`config.mk`:
```
export PLATFORM = sky130hd
export DESIGN_NAME = rf_wb_sched_flat
export DESIGN_NICKNAME = d
export VERILOG_FILES = /design/src/rtl/rf_wb_if.sv /design/src/rtl/rf_wb_sched.sv /design/src/flat_wrapper.sv
export SDC_FILE = /design/constraint.sdc
export NUM_CORES = 1
export LEC_CHECK = 0
export ABC_AREA = 0
export CAP_MARGIN = 40
export CELL_PAD_IN_SITES_DETAIL_PLACEMENT = 0
export CELL_PAD_IN_SITES_GLOBAL_PLACEMENT = 2
export CORE_UTILIZATION = 39
export CTS_CLUSTER_DIAMETER = 100
export DETAILED_ROUTE_END_ITERATION = 8
export DONT_BUFFER_PORTS = 1
export GPL_TIMING_DRIVEN = 0
export HOLD_SLACK_MARGIN = 0.02
export PLACE_DENSITY_LB_ADDON = 0.15
export SETUP_SLACK_MARGIN = 0.4
export SLEW_MARGIN = 20
export SYNTH_ARGS = -nofsm -noshare
export SYNTH_HDL_FRONTEND = slang
export SYNTH_SLANG_ARGS = --single-unit
```
`constraint.sdc`:
```
create_clock -name clk -period 2.88 [get_ports clk]
set_input_delay 0.144 -clock clk [delete_from_list [all_inputs] [get_ports clk]]
set_output_delay 0.144 -clock clk [all_outputs]
set_load 0.02 [all_outputs]
```
`src/rtl/rf_wb_if.sv`:
```
// Write-back scheduler bus: multi-cycle issue/result handshake, decode hazard
// check, pipeline write-back request and the register-file write port.
interface rf_wb_if;
    logic        iss_valid;
    logic [4:0]  iss_rd;
    logic        chk_valid;
    logic [4:0]  chk_rs1;
    logic [4:0]  chk_rs2;
    logic [4:0]  chk_rd;
    logic        p_we;
    logic [4:0]  p_wr;
    logic [31:0] p_wd;
    logic        m_valid;
    logic [4:0]  m_rd;
    logic [31:0] m_wd;
    logic        m_ready;
    logic        rf_we;
    logic [4:0]  rf_wR;
    logic [31:0] rf_wD;
    logic        hazard;
    logic        err;

    modport master (
        output iss_valid, iss_rd, chk_valid, chk_rs1, chk_rs2, chk_rd,
               p_we, p_wr, p_wd, m_valid, m_rd, m_wd,
        input  m_ready, rf_we, rf_wR, rf_wD, hazard, err
    );

    modport slave (
        input  iss_valid, iss_rd, chk_valid, chk_rs1, chk_rs2, chk_rd,
               p_we, p_wr, p_wd, m_valid, m_rd, m_wd,
        output m_ready, rf_we, rf_wR, rf_wD, hazard, err
    );
endinterface

```
`src/rtl/rf_wb_sched.sv`:
```
// Register-file write-port arbiter: pipeline write-back has priority, a
// one-entry buffer holds a blocked multi-cycle result, and a busy scoreboard
// drives the decode stall.
module rf_wb_sched #(
    parameter int MAX_WAIT = 4
) (
    input  logic    clk,
    input  logic    rst,
    rf_wb_if.slave  bus
);
    typedef enum logic [1:0] {IDLE, HOLD, FORCE} state_t;

    state_t      state_q, state_d;
    logic [3:0]  wait_q, wait_d;
    logic [4:0]  buf_rd_q, buf_rd_d;
    logic [31:0] buf_wd_q, buf_wd_d;
    logic [31:0] busy_q, busy_d;
    logic        err_q, err_set;
    logic        wr_req;
    logic [4:0]  wr_rd;
    logic [31:0] wr_wd;
    logic        clr_en;
    logic [4:0]  clr_rd;

    always_ff @(posedge clk or posedge rst) begin
        if (rst) begin
            state_q  <= IDLE;
            wait_q   <= '0;
            buf_rd_q <= '0;
            buf_wd_q <= '0;
            busy_q   <= '0;
            err_q    <= 1'b0;
        end else begin
            state_q  <= state_d;
            wait_q   <= wait_d;
            buf_rd_q <= buf_rd_d;
            buf_wd_q <= buf_wd_d;
            busy_q   <= busy_d;
            if (err_set) err_q <= 1'b1;
        end
    end

    always_comb begin
        state_d     = state_q;
        wait_d      = wait_q;
        buf_rd_d    = buf_rd_q;
        buf_wd_d    = buf_wd_q;
        wr_req      = 1'b0;
        wr_rd       = bus.p_wr;
        wr_wd       = bus.p_wd;
        clr_en      = 1'b0;
        clr_rd      = buf_rd_q;
        err_set     = 1'b0;
        bus.m_ready = 1'b0;
        case (state_q)
            IDLE: begin
                bus.m_ready = 1'b1;
                if (bus.p_we) begin
                    wr_req = 1'b1;
                    if (bus.m_valid) begin
                        buf_rd_d = bus.m_rd;
                        buf_wd_d = bus.m_wd;
                        wait_d   = '0;
                        state_d  = HOLD;
                    end
                end else if (bus.m_valid) begin
                    wr_req = 1'b1;
                    wr_rd  = bus.m_rd;
                    wr_wd  = bus.m_wd;
                    clr_en = 1'b1;
                    clr_rd = bus.m_rd;
                end
            end
            HOLD: begin
                wr_req = 1'b1;
                if (bus.p_we) begin
                    wait_d = wait_q + 4'd1;
                    if (wait_q == 4'(MAX_WAIT - 1)) state_d = FORCE;
                end else begin
                    wr_rd   = buf_rd_q;
                    wr_wd   = buf_wd_q;
                    clr_en  = 1'b1;
                    state_d = IDLE;
                end
            end
            FORCE: begin
                // Pipeline is stalled by hazard; any p_we here is a protocol error.
                wr_req  = 1'b1;
                wr_rd   = buf_rd_q;
                wr_wd   = buf_wd_q;
                clr_en  = 1'b1;
                err_set = bus.p_we;
                state_d = IDLE;
            end
            default: state_d = IDLE;
        endcase
    end

    // Set after clear so a same-edge reissue of the register stays busy.
    always_comb begin
        busy_d = busy_q;
        if (clr_en) busy_d[clr_rd] = 1'b0;
        if (bus.iss_valid && bus.iss_rd != 5'd0) busy_d[bus.iss_rd] = 1'b1;
        busy_d[0] = 1'b0;
    end

    assign bus.rf_we  = wr_req && (wr_rd != 5'd0);
    assign bus.rf_wR  = wr_rd;
    assign bus.rf_wD  = wr_wd;
    assign bus.err    = err_q;
    assign bus.hazard = (state_q == FORCE) ||
                        (bus.chk_valid && (busy_q[bus.chk_rs1] || busy_q[bus.chk_rs2] ||
                                           busy_q[bus.chk_rd]));
endmodule

```
`src/flat_wrapper.sv`:
```
// flat-port wrapper written by rule: the top's interface ports become plain ports
module rf_wb_sched_flat 
#(
    parameter int MAX_WAIT = 4
)
  (clk, rst, bus_iss_valid, bus_iss_rd, bus_chk_valid, bus_chk_rs1, bus_chk_rs2, bus_chk_rd, bus_p_we, bus_p_wr, bus_p_wd, bus_m_valid, bus_m_rd, bus_m_wd, bus_m_ready, bus_rf_we, bus_rf_wR, bus_rf_wD, bus_hazard, bus_err);
  rf_wb_if bus_i ();
  input  logic clk;
  input  logic rst;
  input wire logic [$bits(bus_i.iss_valid)-1:0] bus_iss_valid;
  input wire logic [$bits(bus_i.iss_rd)-1:0] bus_iss_rd;
  input wire logic [$bits(bus_i.chk_valid)-1:0] bus_chk_valid;
  input wire logic [$bits(bus_i.chk_rs1)-1:0] bus_chk_rs1;
  input wire logic [$bits(bus_i.chk_rs2)-1:0] bus_chk_rs2;
  input wire logic [$bits(bus_i.chk_rd)-1:0] bus_chk_rd;
  input wire logic [$bits(bus_i.p_we)-1:0] bus_p_we;
  input wire logic [$bits(bus_i.p_wr)-1:0] bus_p_wr;
  input wire logic [$bits(bus_i.p_wd)-1:0] bus_p_wd;
  input wire logic [$bits(bus_i.m_valid)-1:0] bus_m_valid;
  input wire logic [$bits(bus_i.m_rd)-1:0] bus_m_rd;
  input wire logic [$bits(bus_i.m_wd)-1:0] bus_m_wd;
  output wire logic [$bits(bus_i.m_ready)-1:0] bus_m_ready;
  output wire logic [$bits(bus_i.rf_we)-1:0] bus_rf_we;
  output wire logic [$bits(bus_i.rf_wR)-1:0] bus_rf_wR;
  output wire logic [$bits(bus_i.rf_wD)-1:0] bus_rf_wD;
  output wire logic [$bits(bus_i.hazard)-1:0] bus_hazard;
  output wire logic [$bits(bus_i.err)-1:0] bus_err;
  assign bus_i.iss_valid = bus_iss_valid;
  assign bus_i.iss_rd = bus_iss_rd;
  assign bus_i.chk_valid = bus_chk_valid;
  assign bus_i.chk_rs1 = bus_chk_rs1;
  assign bus_i.chk_rs2 = bus_chk_rs2;
  assign bus_i.chk_rd = bus_chk_rd;
  assign bus_i.p_we = bus_p_we;
  assign bus_i.p_wr = bus_p_wr;
  assign bus_i.p_wd = bus_p_wd;
  assign bus_i.m_valid = bus_m_valid;
  assign bus_i.m_rd = bus_m_rd;
  assign bus_i.m_wd = bus_m_wd;
  assign bus_m_ready = bus_i.m_ready;
  assign bus_rf_we = bus_i.rf_we;
  assign bus_rf_wR = bus_i.rf_wR;
  assign bus_rf_wD = bus_i.rf_wD;
  assign bus_hazard = bus_i.hazard;
  assign bus_err = bus_i.err;
  rf_wb_sched #(.MAX_WAIT(MAX_WAIT)) u_core (.clk(clk), .rst(rst), .bus(bus_i));
endmodule
```
==> run metrics <==
clock buffer depth 2; Fillers around 1,200; CP startpoint kind flip-flop; DRC viols 0; Root Driver clkbuf_16; via count between 4,000 and 5,000; H-Tree Depth 3; synthesized area per cell approximately 9.8 sq um; die width approximately 110 microns; register area 1877 sq um; Max-slew headroom 49.76%; switching share of total power about two fifths; Ant. Diodes 0; initial core utilization approximately two fifths; I/O Buffers 0; Pint 0.003640 W; Synth Instances between 500 and 600; area grow syn2layout 26.98%; CTS tree yes; GRT Residual Overflow 0; P_leak between 2 and 2.5 nW; Met2 Wirelength roughly 6.9 mm; Max Fclk 413.9 MHz; ANT nets after route 0; Routability Congestion between 0.8 and 0.9; final instance area ~6300 sq um; vias in the first global route roughly 4,300; max-cap viol count 0; post-synthesis sequential area ratio a little under two fifths; top routing layer used met4; Req. time, crit path 2740 ps; sequential share of power between 30% and 40%; post-synthesis cell type count between 50 and 60; initial antenna violation count 0; CTS Buf Count 9; layout cells sized above 1 between 30% and 40%; mapped cell area 4930 sq um; number of I/O pins approximately 140; critical path type reg2out; Max VDD drop about 0.48 mV; period utilization 83.90%; setup total negative slack 0 ps; PD cells slightly below 1000 nW/um^2; 1st-pass router iterations 7; Synth async-reset ratio 100.0%; CP max FO 10; post-synth top area cell dfrtp_1; placed instance area slightly above 5000 sq um; DR WL met3 around 810 microns; Most used DFF post-synth dfrtp_1; RSZ-0062 raised after global routing yes; syn_nets approximately 610; die area about 13,000 sq um; Routed WL per cell 19.42 microns; top-area cell type share of the netlist area 38.07%; HP Class in2reg; synth top area cells dfrtp_1 (38%), mux2_2 (12%), o21ai_0 (9.6%), a22oi_1 (5.2%), nand2_1 (4.6%); global-route wire length before repair ~23 mm; warnings from Yosys 0; clk_skew between 5 and 6 ps; row count 40; Seq cells post-synth 75; crit end category output port; combinational share of power 47.1%; Sink Count 75; hpwl dp a little over 10 mm; DRT iter0 DRCs roughly 260; most common cell after layout, fill and taps aside dfrtp_1; outcome finished clean; Total GRT Usage between 20% and 30%; Clk pwr share roughly a fifth; Die H between 100 and 150 microns; final WL about 14 mm; Worst-path clk slew 60 ps; Routed met1 length around 6.3 mm; Sw Pwr 0.002483 W; Least-Margin Pin Slew approximately 750 ps; # nets final ~670; largest net degree at the start of global routing 56; Final min period ~2400 ps; Floorplan Core Area 12,160 sq um; clk_lat worst skew 340 ps; arrival time at the worst endpoint between 2000 and 2500 ps; most frequent cells in the layout dfrtp_1 (75), o21ai_0 (61), nand2_1 (58), mux2_2 (51), dlygate4sd3_1 (39); fin. max-slew vios 0; vias per inst slightly below 6; Fin. Hold Viols 0; multi-input logic area a little over 3000 sq um; EDFF count, synth 0; # setup viols final 0
path summary, 6_finish.rpt:
kind	from	endpoint	slack, ps	cells after the start
max	u_core.state_q[0]	bus_rf_we	460	9
min	bus_iss_rd[4]	u_core.busy_q[16]	30	2
max reg2reg	u_core.state_q[0]	u_core.busy_q[29]	610	9
min reg2reg	u_core.buf_wd_q[19]	u_core.buf_wd_q[19]	510	1
max in group asynchronous	rst	u_core.bus.err	2070	3
min in group asynchronous	rst	u_core.buf_wd_q[14]	240	2
layer usage:
layer | global-route usage, % | up-vias
met1 | 30.50 | 2156
met5 | 0 | -
li1 | - | 2023
met2 | 37.54 | 140
met3 | 3.970 | 14
met4 | 8.485 | 0
per-stage QoR:
step                      util [%]  hold WS (ps)  std cells  total power [W]  setup slack, ps
final                        51.47         31.13        734         0.006124            463.7
after global routing         51.47         28.98        734         0.006516            356.5
after CTS                    50.40         21.56        730         0.006040            414.1
after detailed placement     42.51        -6.672        672         0.004476            67.29
after global placement       42.26         295.5        671         0.004425           -95.69
after floorplan                  -         294.6        503         0.003914            468.0
timing repair:
item,in CTS,in global routing
setup endpoints to repair,56,42
setup buffers,4,4
gates resized for setup,95,32
hold buffers,39,0
pin swaps,6,8
endpoints found under the hold margin,113,0
flip-flops by register name (all words and copies together) (netlist names):
signal and cells:
u_core.buf_rd_q 5, u_core.buf_wd_q 32, u_core.bus.err 1, u_core.busy_q 31, u_core.state_q 2, u_core.wait_q 4
power groups by stage:
| stage | combinational [W] | sequential, W | clock [W] |
|---|---|---|---|
| after detailed placement | 0.00243 | 0.00204 | 0 |
| after global placement | 0.00241 | 0.00202 | 0 |
| after CTS | 0.00279 | 0.00204 | 0.00121 |
| after floorplan | 0.00204 | 0.00187 | 0 |
| final | 0.00288 | 0.00205 | 0.00120 |
| after global routing | 0.00314 | 0.00212 | 0.00126 |
worst max-delay path, cell delays in order (launching register included):
cell	delay [ps]
dfrtp_1	420
inv_2	90
ha_4	190
buf_6	130
and3b_1	180
buf_6	140
buf_12	150
a22oi_2	210
a2bb2oi_2	190
a41oi_2	230
cell type report:
cell class	instances	area share (%)
clock buffer	14	4.537
clock inverter	1	0.4797
multi-input combinational	384	49.23
inverter	13	0.8195
sequential	75	29.98
tap	168	3.358
buffer	31	3.758
timing repair buffer	48	7.835
Yosys cell counts, drive strengths merged, types with 2 or more instances:
master,n
dfrtp,75
nand3b,9
inv,13
nor2b,6
nand2b,7
mux2,53
or3b,4
o2111ai,2
nand3,9
o22ai,4
nor4,2
a2bb2oi,2
a21oi,6
nor3,4
o21ai,105
mux2i,10
a32o,2
nor3b,3
o32ai,2
ha,6
a22oi,34
buf,19
a22o,2
a2111oi,5
nor4b,2
nand2,61
clkbuf,12
nor2,9
mux4,14
a21o,3
o211ai,2
a221oi,2
cells by family (layout without fill, tap and decap cells):
logic type	Yosys count	after routing	synth area share [%]
AND/OR/NAND/NOR	120	120	12.06
buffers and inverters	44	107	4.416
AO/OA/AOI/OAI	181	181	22.97
multiplexers	77	77	20.96
adder cells (fa/ha/maj)	6	6	1.523
flip-flops	75	75	38.07
Power figures use the tool's default switching activity.
